--- src/rtl/debugval_ctrl_pkg.sv ---
// Shared types for the debug-page controller: page encoding and default debounce length.
// Pure declarations; no timing or flow control.
package debug_pkg;

  typedef enum logic [1:0] {
    PAGE_PC    = 2'd0,
    PAGE_INSTR = 2'd1,
    PAGE_ALU   = 2'd2,
    PAGE_WDATA = 2'd3
  } page_t;

  // 10 ms at 50 MHz
  localparam int DEBOUNCE_DEFAULT = 500000;

  function automatic page_t next_page(input page_t p);
    return page_t'(p + 2'd1);
  endfunction

endpackage

--- src/rtl/debugval_ctrl_if.sv ---
// Core observation bus into the debug-page controller and its display-side outputs.
// master = core/board side driving sources; slave = controller.
interface debugval_ctrl_if;
  import debug_pkg::*;

  logic [31:0] pc;
  logic [31:0] instr;
  logic [31:0] aluout;
  logic [31:0] writedata;
  logic        memwrite;
  logic [31:0] debugval;
  page_t       sel;
  logic        frozen;

  modport master (
    output pc, instr, aluout, writedata, memwrite,
    input  debugval, sel, frozen
  );

  modport slave (
    input  pc, instr, aluout, writedata, memwrite,
    output debugval, sel, frozen
  );

endinterface

--- src/rtl/debugval_ctrl_debounce.sv ---
// Push-button conditioner: 2-flop sync, stability counter, rising-edge pulse on accept.
// Pulse registers DEBOUNCE_CYCLES+2 edges after a clean raw edge; no backpressure.
module button_debounce #(
  parameter int DEBOUNCE_CYCLES = debug_pkg::DEBOUNCE_DEFAULT
) (
  input  logic clk,
  input  logic reset,
  input  logic btn_raw,
  output logic pulse
);

  localparam int CW = (DEBOUNCE_CYCLES > 1) ? $clog2(DEBOUNCE_CYCLES) : 1;
  localparam logic [CW-1:0] LAST = CW'(DEBOUNCE_CYCLES - 1);

  logic          sync1;
  logic          sync2;
  logic          level;
  logic [CW-1:0] cnt;

  always_ff @(posedge clk or posedge reset) begin
    if (reset) begin
      sync1 <= 1'b0;
      sync2 <= 1'b0;
    end else begin
      sync1 <= btn_raw;
      sync2 <= sync1;
    end
  end

  // Any cycle where synced and accepted levels agree restarts the count
  always_ff @(posedge clk or posedge reset) begin
    if (reset) begin
      level <= 1'b0;
      cnt   <= '0;
      pulse <= 1'b0;
    end else begin
      pulse <= 1'b0;
      if (sync2 != level) begin
        if (cnt == LAST) begin
          level <= sync2;
          cnt   <= '0;
          pulse <= sync2;
        end else begin
          cnt <= cnt + 1'b1;
        end
      end else begin
        cnt <= '0;
      end
    end
  end

endmodule

--- src/rtl/debugval_ctrl.sv ---
// Debug-page controller: page select, freeze toggle, registered debugval (1-cycle latency).
// STORE_CAPTURE_EN: page 3 shows the last stored value instead of live writedata.
module debugval_ctrl
  import debug_pkg::*;
#(
  parameter int DEBOUNCE_CYCLES = DEBOUNCE_DEFAULT
) (
  input  logic            clk,
  input  logic            reset,
  input  logic            btn_next,
  input  logic            btn_freeze,
  debugval_ctrl_if.slave  bus
);

  logic        next_pulse;
  logic        freeze_pulse;
  logic [31:0] page3_val;
  logic [31:0] src;

  button_debounce #(.DEBOUNCE_CYCLES(DEBOUNCE_CYCLES)) u_next_btn (
    .clk     (clk),
    .reset   (reset),
    .btn_raw (btn_next),
    .pulse   (next_pulse)
  );

  button_debounce #(.DEBOUNCE_CYCLES(DEBOUNCE_CYCLES)) u_freeze_btn (
    .clk     (clk),
    .reset   (reset),
    .btn_raw (btn_freeze),
    .pulse   (freeze_pulse)
  );

`ifdef STORE_CAPTURE_EN
  logic [31:0] store_q;

  // Captures even while frozen so the page is current on unfreeze
  always_ff @(posedge clk or posedge reset) begin
    if (reset) begin
      store_q <= '0;
    end else if (bus.memwrite) begin
      store_q <= bus.writedata;
    end
  end

  assign page3_val = store_q;
`else
  logic unused_memwrite;
  assign unused_memwrite = bus.memwrite;
  assign page3_val       = bus.writedata;
`endif

  always_comb begin
    src = bus.pc;
    unique case (bus.sel)
      PAGE_PC:    src = bus.pc;
      PAGE_INSTR: src = bus.instr;
      PAGE_ALU:   src = bus.aluout;
      PAGE_WDATA: src = page3_val;
      default:    src = bus.pc;
    endcase
  end

  // A next press coinciding with a freeze press is dropped
  always_ff @(posedge clk or posedge reset) begin
    if (reset) begin
      bus.sel      <= PAGE_PC;
      bus.frozen   <= 1'b0;
      bus.debugval <= '0;
    end else begin
      if (freeze_pulse) begin
        bus.frozen <= ~bus.frozen;
      end
      if (next_pulse && !bus.frozen && !freeze_pulse) begin
        bus.sel <= next_page(bus.sel);
      end
      if (!bus.frozen) begin
        bus.debugval <= src;
      end
    end
  end

endmodule
--- src/flat_wrapper.sv ---
// flat-port wrapper written by rule: the top's interface ports become plain ports
module debugval_ctrl_flat import debug_pkg::*;
#(
  parameter int DEBOUNCE_CYCLES = DEBOUNCE_DEFAULT
)
  (clk, reset, btn_next, btn_freeze, bus_pc, bus_instr, bus_aluout, bus_writedata, bus_memwrite, bus_debugval, bus_sel, bus_frozen);
  debugval_ctrl_if bus_i ();
  input  logic clk;
  input  logic reset;
  input  logic btn_next;
  input  logic btn_freeze;
  input wire logic [$bits(bus_i.pc)-1:0] bus_pc;
  input wire logic [$bits(bus_i.instr)-1:0] bus_instr;
  input wire logic [$bits(bus_i.aluout)-1:0] bus_aluout;
  input wire logic [$bits(bus_i.writedata)-1:0] bus_writedata;
  input wire logic [$bits(bus_i.memwrite)-1:0] bus_memwrite;
  output wire logic [$bits(bus_i.debugval)-1:0] bus_debugval;
  output wire logic [$bits(bus_i.sel)-1:0] bus_sel;
  output wire logic [$bits(bus_i.frozen)-1:0] bus_frozen;
  assign bus_i.pc = bus_pc;
  assign bus_i.instr = bus_instr;
  assign bus_i.aluout = bus_aluout;
  assign bus_i.writedata = bus_writedata;
  assign bus_i.memwrite = bus_memwrite;
  assign bus_debugval = bus_i.debugval;
  assign bus_sel = bus_i.sel;
  assign bus_frozen = bus_i.frozen;
  debugval_ctrl #(.DEBOUNCE_CYCLES(DEBOUNCE_CYCLES)) u_core (.clk(clk), .reset(reset), .btn_next(btn_next), .btn_freeze(btn_freeze), .bus(bus_i));
endmodule
--- config.mk ---
export PLATFORM = sky130hd
export DESIGN_NAME = debugval_ctrl_flat
export DESIGN_NICKNAME = d
export VERILOG_FILES = /design/src/rtl/debugval_ctrl_pkg.sv /design/src/rtl/debugval_ctrl_if.sv /design/src/rtl/debugval_ctrl_debounce.sv /design/src/rtl/debugval_ctrl.sv /design/src/flat_wrapper.sv
export SDC_FILE = /design/constraint.sdc
export NUM_CORES = 1
export LEC_CHECK = 0
export ABC_AREA = 1
export CAP_MARGIN = 20
export CORE_MARGIN = 4
export CORE_UTILIZATION = 48
export CTS_BUF_LIST = sky130_fd_sc_hd__clkbuf_8
export CTS_CLUSTER_SIZE = 16
export DETAILED_ROUTE_END_ITERATION = 12
export PLACE_DENSITY = 0.83
export SLEW_MARGIN = 0
export SYNTH_ARGS = -nofsm -noshare
export SYNTH_HDL_FRONTEND = slang
export SYNTH_HIERARCHICAL = 1
export SYNTH_SLANG_ARGS = --single-unit
export TNS_END_PERCENT = 30
--- constraint.sdc ---
create_clock -name clk -period 1.4 [get_ports clk]
set_input_delay 0.35 -clock clk [delete_from_list [all_inputs] [get_ports clk]]
set_output_delay 0.35 -clock clk [all_outputs]
set_load 0.01 [all_outputs]
==> out/qor.txt, run 1 <==
Core Area = 0.0103 mm²
Flop pwr share = 46.7%
Worst-Margin Slew = 0.370 ns
Routed Antenna Nets = 0
Synth Area in Simple Gates = 41.6%
H-tree depth reported by CTS = 3
Gate power share = 13.9%
Post-synthesis mux area share = 0%
Endpoints failing hold = 0
Max_cap viols = 0
Setup TNS = 0 ns
Proportion of netlist area held by the largest area contributor = 40.2%
Hpwl dp = 11,000 µm
Unrepaired setup endpoints after global routing = true
Sw Share = 22.4%
Element type at the critical path start = flip-flop
Yosys reg bits = 81
Synth unique cells = 28
Top-level port count = 168
Die W = 110 µm
Violation count after the first detailed-route iteration = 513
Synthesized area = 0.00504 mm²
Initial antenna violation count = 0
Syn avg cell area = 7.14 µm²
Clock Path Buffers = 2
Synth area leaders = dfrtp_1, nand2_1, nor2_1, o21ai_1, buf_6
Post-Layout Inst Area = 0.00735 mm²
Area Growth Syn to Fin = 46.0%
Final setup fails = 0
Full die area = 0.0122 mm²
Pre-CTS setup slack = -0.0247 ns
Status = finished clean
Req. time, crit path = 1.62 ns
Setup WS post-layout = 0.00712 ns
# diodes = 0
Pre-antenna DRT Iters = 6
Ys Warns = 6
Synth Area in Compound Gates = 5.66%
Power Dens Cells = 711 mW/mm²
Area leader, netlist = dfrtp_1
Number of I/O port buffers = 166
Initial Utilization = 49.0%
Worst slew margin = 75.3%
Total power = 5230 µW
Worst EP arrival = 1.61 ns
Xor and xnor area share after synthesis = 3.43%
Via-per-instance ratio = 5.06
Tot GR Track Use = 24.0%
Worst vdd ir = 651 µV
Routed WL = 15,100 µm
Gp weighted congestion = 0.922
HP Class = reg2reg
Crit path kind = reg2reg
Psw = 1170 µW
Die H = 110 µm
Syn Inst Count = 705
Clk Latency, worst-skew pair = 0.35 ns
Syn_nets = 844
Clk root buf = clkbuf_8
Drt wl/cell = 14.8 µm
Internal = 4060 µW
Fmax = 718 MHz
Largest net degree at the start of global routing = 67
Nature of the critical path endpoint = flip-flop
Vias in the first global route = 4,967
Final min period = 1.39 ns
Critical Path Fanout Max = 16
Sink Count = 81
DRC viols = 0
Nets = 1,024
Layout cells sized above 1 = 14.2%
Sequential area share after synthesis = 40.2%
CTS tree = done
Grt total ovfl = 0
Final Max Tran Viols = 0
First-pass GRT wire length = 24,400 µm
Rows = 37
Total CTS buffers = 9
DP Area = 0.00691 mm²
Leakage = 0.00316 µW
Adder-Cell Fraction of Synth Area = 1.49%
Via Count = 5,188
Largest family of logic cells by synthesized area = simple AND/OR/NAND/NOR gates
Clk pin slew, worst setup/hold paths = 0.10 ns
Tcrit/Tclk final = 99.5%
Clock power frac = 39.4%
Layout Utilization = 71.5%
Clock skew = 0.0156 ns
CTS Hold Buffers Added = 0
==> what timing repair did <==
action	CTS	global route
pin swaps	1	4
endpoints found under the setup margin	55	80
setup buffers	1	3
resized for setup	53	55
gates cloned	0	2
==> power groups by stage <==
stage / Sequential (µW) / Clock (µW) / Combinational, µW
2_1_floorplan: 2510 / 0 / 162
3_3_place_gp: 2490 / 0 / 722
3_5_place_dp: 2490 / 0 / 733
4_1_cts: 2440 / 2120 / 711
5_1_grt: 2450 / 2220 / 788
6_report: 2440 / 2060 / 726
==> stage by stage <==
step | cells | hold slack [ns]
detailed placement | 1004 | 0.343
CTS | 1021 | 0.355
finish | 1026 | 0.357
global placement | 1004 | 0.335
global route | 1026 | 0.376
floorplan | 705 | 0.331
==> worst max-delay path: stages, from the launching register on <==
cell     delay, ns
dfrtp_1       0.42
inv_2         0.08
ha_2          0.23
buf_12        0.16
nand2_1       0.07
nand2_1       0.05
o21ai_1       0.16
nand2_1       0.09
==> state kept, by name, indices dropped and copies added (netlist names) <==
signal / cells
u_core/u_freeze_btn/pulse: 1
u_core/bus.debugval: 32
u_core/u_next_btn/pulse: 1
u_core/bus.frozen: 1
u_core/u_freeze_btn/level: 1
u_core/u_freeze_btn/sync1: 1
u_core/bus.sel: 2
u_core/u_freeze_btn/sync2: 1
u_core/u_next_btn/cnt: 19
u_core/u_next_btn/sync2: 1
u_core/u_next_btn/level: 1
u_core/u_freeze_btn/cnt: 19
u_core/u_next_btn/sync1: 1
==> placed cells by master (no fill, tap or decap), types with 2 or more instances in the layout <==
master	Yosys	layout
clkinv_2	0	2
a21oi_2	2	2
nand2_1	275	274
inv_1	37	35
nor2_4	12	17
nand3_4	0	2
o21ai_1	38	35
o21ai_2	0	3
clkbuf_8	0	9
clkdlybuf4s15_1	0	32
xnor2_1	4	4
buf_12	0	9
o22ai_1	2	2
ha_2	0	4
xor2_1	12	12
dfrtp_1	81	80
o21a_1	2	2
nor2_1	126	121
nor3b_2	4	4
nand3_2	6	5
xor2_2	2	2
nor3_1	4	3
clkdlybuf4s50_1	0	131
nand3_1	18	17
bufinv_16	0	3
clkbuf_16	0	2
o21bai_1	2	2
nor2_2	14	14
a21oi_1	7	7
buf_4	1	13
clkbuf_2	0	2
nand4_1	6	6
nand2_4	2	7
nand2_2	14	10
inv_2	6	8
==> synth_stat cells (all sizes together) <==
master and n:
nand2 291, nor2 152, dfrtp 81, inv 44, o21ai 38, nand3 24
buf 22, xor2 14, a21oi 9, ha 6, nand4 6, nor3 4
nor3b 4, xnor2 4, o21a 2, o21bai 2, o22ai 2
==> cell families after synthesis <==
family / after synthesis
AND/OR/NAND/NOR: 481
flip-flops: 81
buffers and inverters: 66
AO/OA/AOI/OAI: 53
XOR/XNOR: 18
adder cells (fa/ha/maj): 6
==> area by class of cell <==
cell class                      count  area (µm²)
Fill cell                         804        2930
Multi-Input combinational cell    558        2750
Sequential cell                    81        2030
Timing Repair Buffer              191        1990
Inverter                           44         173
Tap cell                          136         170
Clock buffer                        9         124
Clock inverter                      7         118
==> final timing paths <==
| path | start | end | slack [ns] | cells after the start |
|---|---|---|---|---|
| max in group asynchronous | reset | u_core/bus.frozen$_DFFE_PP0P_ | 0.79 | 3 |
| max | u_core/bus.sel[0]$_DFFE_PP0P_ | u_core/bus.debugval[23]$_DFFE_PP0N_ | 0.007 | 7 |
| min reg2reg | u_core/u_next_btn/sync1$_DFF_PP0_ | u_core/u_next_btn/sync2$_DFF_PP0_ | 0.36 | 0 |
| max reg2reg | u_core/bus.sel[0]$_DFFE_PP0P_ | u_core/bus.debugval[23]$_DFFE_PP0N_ | 0.007 | 7 |
| min in group asynchronous | reset | u_core/u_next_btn/cnt[16]$_DFF_PP0_ | 0.37 | 3 |
| min | u_core/u_next_btn/sync1$_DFF_PP0_ | u_core/u_next_btn/sync2$_DFF_PP0_ | 0.36 | 0 |
==> layer usage <==
layer | part of all wire (%) | track usage [%]
met1 | 42 | 31.0
met3 | 6.9 | 4.38
met5 | 0 | 0
met2 | 49 | 40.4
met4 | 1.9 | 8.46
(Power assumes the default switching activity.)
==> run 2: changes to the inputs <==
- CORE_UTILIZATION: 48 -> 47
- PLACE_DENSITY: 0.83 -> 0.84
- SYNTH_HIERARCHICAL: 1 -> unset
==> out/qor.txt, run 2 <==
Clk Latency, worst-skew pair = 0.35 ns
Top_reg_cell synth = dfrtp_1
Leakage = 0.00283 µW
Hpwl dp = 11,100 µm
Regs by FF count = u_core.bus.debugval: 32 flops, u_core.u_freeze_btn.cnt: 19 flops, u_core.u_next_btn.cnt: 19 flops
DRC viols = 0
Clock Path Buffers = 2
Fin cells = 968
# diodes = 0
Routed Antenna Nets = 0
Drt wl/cell = 17.2 µm
Reg2Reg Depth = 7
Clk pin slew, worst setup/hold paths = 0.08 ns
Synthesized area = 0.00463 mm²
Initial antenna violation count = 0
Syn_nets = 784
Proportion of netlist area held by the largest area contributor = 43.8%
Tot GR Track Use = 25.2%
Cell repeated most along the worst path = o21ai_1
Syn Inst Count = 645
Crit path kind = reg2reg
Via-per-instance ratio = 5.38
Hold path depth = 0
Clk root buf = clkbuf_8
Die H = 107 µm
Worst slew margin = 77.8%
Synth area leaders = dfrtp_1, nand2_1, nor2_1, o21ai_0, nand3_1
Reg2reg setup slack = -0.08 ns
Tcrit/Tclk final = 106%
Routed WL = 16,600 µm
Ys Warns = 0
Sequential area share after synthesis = 43.8%
Final setup fails = 25
Unrepaired setup endpoints after global routing = true
Clock skew = 0.00960 ns
Nature of the critical path endpoint = flip-flop
Number of I/O port buffers = 166
Core Area = 0.00942 mm²
CTS tree = done
Sink Count = 81
First-pass GRT wire length = 23,100 µm
WHS Endpoint = u_core.u_next_btn.sync2$_DFF_PP0_
Crit path buffers/inverters = 2
Critical path depth = 7
Initial Utilization = 49.2%
Grt total ovfl = 0
Status = complete, but fails checks
Commonest non-fill, non-tap cell in the layout = nand2_1
Worst EP arrival = 1.71 ns
Dpl cells = 943
Element type at the critical path start = flip-flop
Layout cells sized above 1 = 16.6%
Req. time, crit path = 1.63 ns
Rows = 35
Post-synth EDFFs = 0
HP Class = reg2reg
Critical Path Fanout Max = 8
CP peak stage delay = 0.41 ns
FF-to-FF Start = u_core.bus.sel[1]$_DFFE_PP0P_
H-tree depth reported by CTS = 3
Pre-antenna DRT Iters = 7
Yosys reg bits = 81
Final min period = 1.48 ns
Cell family with most CP delay = flip-flops
Via Count = 5,205
Count leader, synth = nand2_1
Hold_sp = u_core.u_next_btn.sync1$_DFF_PP0_
Max_cap viols = 0
Post-synth ARST share = 100%
Area Growth Syn to Fin = 58.1%
Violation count after the first detailed-route iteration = 420
Most frequent cells in the layout = nand2_1, clkdlybuf4s50_1, nor2_1, dfrtp_1, nand3_1
Total CTS buffers = 9
Worst-path cell chain = buf_6 > ha_4 > clkbuf_16 > a21oi_1 > nand3_1 > o21ai_1 > o21ai_1
Slowest cell on the critical path = dfrtp_1
Endpoints failing hold = 0
Setup WS post-layout = -0.0823 ns
Most flops, register = u_core.bus.debugval
Pre-CTS setup slack = -0.0979 ns
Fmax = 675 MHz
Syn avg cell area = 7.18 µm²
Die W = 107 µm
Gp weighted congestion = 0.926
Power Dens Cells = 638 mW/mm²
RR Endpoint = u_core.bus.debugval[23]$_DFFE_PP0N_
Final Max Tran Viols = 0
Nets = 973
Top-level port count = 168
Max FFs per register = 32
Area leader, netlist = dfrtp_1
Vias in the first global route = 4,854
Synth unique cells = 28
Largest net degree at the start of global routing = 67
Synth top cells by count = nand2_1, nor2_1, dfrtp_1
Worst vdd ir = 625 µV
Full die area = 0.0115 mm²
Worst-Margin Slew = 0.333 ns
Violated checks = negative setup slack
run 2: cell count changes after synthesis, sizes merged, moves of 2 or more:
cell	change
nand3	+38
and2	+4
o21a	-2
a21oi	+30
inv	+3
nand4	-4
nand2	-122
buf	-7
o21bai	-2
nor3	+2
o21ai	+32
clkbuf	+8
nor2	-40
run 2: cell families after synthesis:
logic type,count (synthesis),share of synthesized area (%)
AND/OR/NAND/NOR,359,32.6
AO/OA/AOI/OAI,110,11.9
flip-flops,81,43.8
buffers and inverters,70,6.14
XOR/XNOR,19,3.92
adder cells (fa/ha/maj),6,1.62
run 2: worst max-delay path by stage:
stage	from	end	slack (ns)
global placement	u_core.u_next_btn.cnt[0]$_DFF_PP0_	u_core.u_next_btn.cnt[17]$_DFF_PP0_	-0.006
global route	u_core.bus.sel[1]$_DFFE_PP0P_	u_core.bus.debugval[6]$_DFFE_PP0N_	-0.15
CTS	u_core.bus.sel[1]$_DFFE_PP0P_	u_core.bus.debugval[22]$_DFFE_PP0N_	-0.07
finish	u_core.bus.sel[1]$_DFFE_PP0P_	u_core.bus.debugval[23]$_DFFE_PP0N_	-0.08
floorplan	u_core.bus.sel[0]$_DFFE_PP0P_	u_core.bus.debugval[10]$_DFFE_PP0N_	-0.03
detailed placement	u_core.bus.sel[0]$_DFFE_PP0P_	u_core.bus.debugval[22]$_DFFE_PP0N_	-0.1
run 2: final cells by class:
type | instances | area, µm²
multi-input cells | 494 | 2670
clock inverters | 6 | 35.0
fillers | 606 | 2090
repair buffers | 201 | 2100
clock buffers | 10 | 138
inverters | 47 | 180
flip-flops and latches | 81 | 2030
well taps | 129 | 161
run 2: per-stage QoR:
step,util [%],hold slack (ns),total power (µW),TNS [ns],instance area (µm²)
4_1_cts,72.3,0.365,4650,-0.669,6810
5_1_grt,77.8,0.382,4860,-3.43,7320
3_5_place_dp,70.4,0.348,3160,-1.61,6630
2_1_floorplan,-,0.331,2620,-0.766,4630
3_3_place_gp,70.4,0.333,3150,-0.0111,6630
6_report,77.8,0.364,4670,-0.634,7320
run 2: timing repair:
action,CTS,global route
setup endpoints to repair,75,91
buffers inserted,1,3
pin swaps,1,24
hold buffers,0,0
resized for setup,64,144
cloned,0,5
run 2: power breakdown:
part / leakage, µW / total [µW] / internal (µW) / switching [µW]
clock network: 0.0000932 / 1540 / 680 / 856
logic: 0.00170 / 688 / 443 / 245
registers: 0.00104 / 2450 / 2400 / 42.7
run 2: routing by layer:
metal	part of all wire, %	track usage (%)	vias up
li1	-	-	2459
met1	38	30.9	2427
met2	50	44.0	262
met3	7.9	3.91	57
met4	4.5	10.8	0
met5	0	0	-
==> run 3: changes to the inputs <==
- CORE_UTILIZATION: 47 -> 50
- PLACE_DENSITY: 0.84 -> 0.88
- clock period: 1.4 -> 1.8 ns (I/O delays scaled with it)
==> out/qor.txt, run 3 (synthesis gave the netlist of run 2 again) <==
Flop pwr share = 50.4%
Worst EP arrival = 1.30 ns
Layout cells sized above 1 = 5.89%
Core Area = 0.00885 mm²
Fmax = 572 MHz
Largest net degree at the start of global routing = 67
Worst hold margin = 0.354 ns
Most flops, register = u_core.bus.debugval
Status = finished clean
Hpwl dp = 11,700 µm
Most frequent cells in the layout = nand2_1, clkdlybuf4s50_1, nor2_1, dfrtp_1, o21ai_0
Initial antenna violation count = 2
Regs by FF count = u_core.bus.debugval: 32 flops, u_core.u_freeze_btn.cnt: 19 flops, u_core.u_next_btn.cnt: 19 flops
Clk root buf = clkbuf_8
Element type at the critical path start = flip-flop
Grt total ovfl = 0
Req. time, crit path = 1.35 ns
Pre-antenna DRT Iters = 5
Gate power share = 14.0%
Max_cap viols = 0
Die H = 104 µm
RR Endpoint = u_core.bus.debugval[16]$_DFFE_PP0N_
Routed Antenna Nets = 0
Nature of the critical path endpoint = primary output
Via-per-instance ratio = 5.40
Via Count = 4,987
DRC viols = 0
HP Class = reg2reg
Clock skew = 0.0124 ns
Power Dens Cells = 565 mW/mm²
Internal = 2890 µW
Total CTS buffers = 9
Worst vdd ir = 451 µV
FF-to-FF Start = u_core.bus.sel[1]$_DFFE_PP0P_
WL met2 = 7640 µm
Psw = 880 µW
Layout fillers = 632
Tcrit/Tclk final = 97.2%
Max layer used = met5
Reg2Reg Depth = 6
Clk Latency, worst-skew pair = 0.36 ns
Sink Count = 81
Max FFs per register = 32
Critical Path Fanout Max = 2
Crit path kind = reg2out
CTS tree = done
Hold path depth = 0
Crit path buffers/inverters = 1
Tot GR Track Use = 28.5%
Worst-path cell chain = clkdlybuf4s50_1
Endpoints failing hold = 0
Clock power frac = 35.6%
Rows = 34
Area Growth Syn to Fin = 44.2%
WHS Endpoint = u_core.u_next_btn.sync2$_DFF_PP0_
H-tree depth reported by CTS = 3
Routed wl met3 = 1200 µm
Full die area = 0.0109 mm²
Top-level port count = 168
Vias in the first global route = 4,873
Slowest cell on the critical path = clkdlybuf4s50_1
Leakage = 0.00260 µW
Worst slew margin = 61.8%
Final min period = 1.75 ns
Number of I/O port buffers = 166
Hold_sp = u_core.u_next_btn.sync1$_DFF_PP0_
Met1 WL = 5990 µm
First-pass GRT wire length = 24,900 µm
Clk pin slew, worst setup/hold paths = 0.09 ns
CP peak stage delay = 0.58 ns
Final Max Tran Viols = 0
Clock Path Buffers = 2
Initial Utilization = 52.3%
Setup TNS = 0 ns
Reg2reg setup slack = 0.22 ns
Cell family with most CP delay = buffers and inverters
Unrepaired setup endpoints after global routing = false
Nets = 949
Gp weighted congestion = 0.952
Violation count after the first detailed-route iteration = 443
Sw Share = 23.3%
Die W = 104 µm
Drt wl/cell = 16.6 µm
Final setup fails = 0
Worst-Margin Slew = 0.573 ns
Routed WL = 15,400 µm
## run 3: layout make-up
type | instances | area [µm²] | area share [%]
Timing Repair Buffer | 177 | 1820 | 27.2
Sequential cell | 81 | 2030 | 30.4
Antenna cell | 1 | 2.50 | 0.0375
Clock inverter | 6 | 58.8 | 0.881
Multi-Input combinational cell | 494 | 2320 | 34.7
Tap cell | 108 | 135 | 2.02
Inverter | 47 | 180 | 2.70
Clock buffer | 10 | 138 | 2.06
## run 3: how the worst max path moves through the flow
stage | depth (start not counted) | to | startpoint | slack (ns)
5_1_grt | 1 | bus_debugval[28] | u_core.bus.debugval[28]$_DFFE_PP0N_ | 0.006
4_1_cts | 1 | bus_debugval[17] | u_core.bus.debugval[17]$_DFFE_PP0N_ | 0.03
6_report | 1 | bus_debugval[17] | u_core.bus.debugval[17]$_DFFE_PP0N_ | 0.05
2_1_floorplan | 8 | u_core.bus.debugval[10]$_DFFE_PP0N_ | u_core.bus.sel[0]$_DFFE_PP0P_ | 0.37
3_3_place_gp | 7 | u_core.bus.debugval[24]$_DFFE_PP0N_ | u_core.bus.sel[1]$_DFFE_PP0P_ | 0.30
3_5_place_dp | 7 | u_core.bus.debugval[20]$_DFFE_PP0N_ | u_core.bus.sel[1]$_DFFE_PP0P_ | 0.22
## run 3: power by group through the flow
| stage | registers (µW) | logic [µW] | clock network (µW) |
|---|---|---|---|
| floorplan | 1950 | 87.4 | 0 |
| global route | 1910 | 563 | 1440 |
| CTS | 1900 | 530 | 1360 |
| detailed placement | 1940 | 526 | 0 |
| finish | 1900 | 527 | 1340 |
| global placement | 1930 | 521 | 0 |
## run 3: timing repair
item,in CTS,in global routing
hold buffers,0,0
gates resized for setup,3,0
hold endpoints to repair,0,0
setup buffers,0,0
endpoints found under the setup margin,3,0
## run 3: routing by layer
metal,global-route usage (%),vias up
li1,-,2400
met4,13.7,2
met2,48.9,222
met5,0,-
met1,33.4,2325
met3,6.95,38
## run 3: stage by stage
stage	power (µW)	utilization, %	instance area (µm²)	worst slack [ns]	instances
after global placement	2450	73.2	6480	0.297	907
after global routing	3910	75.5	6680	0.00590	924
after detailed placement	2460	73.2	6480	0.218	907
after floorplan	2040	-	4630	0.373	645
after CTS	3800	75.4	6670	0.0318	923
final	3770	75.5	6680	0.0502	924
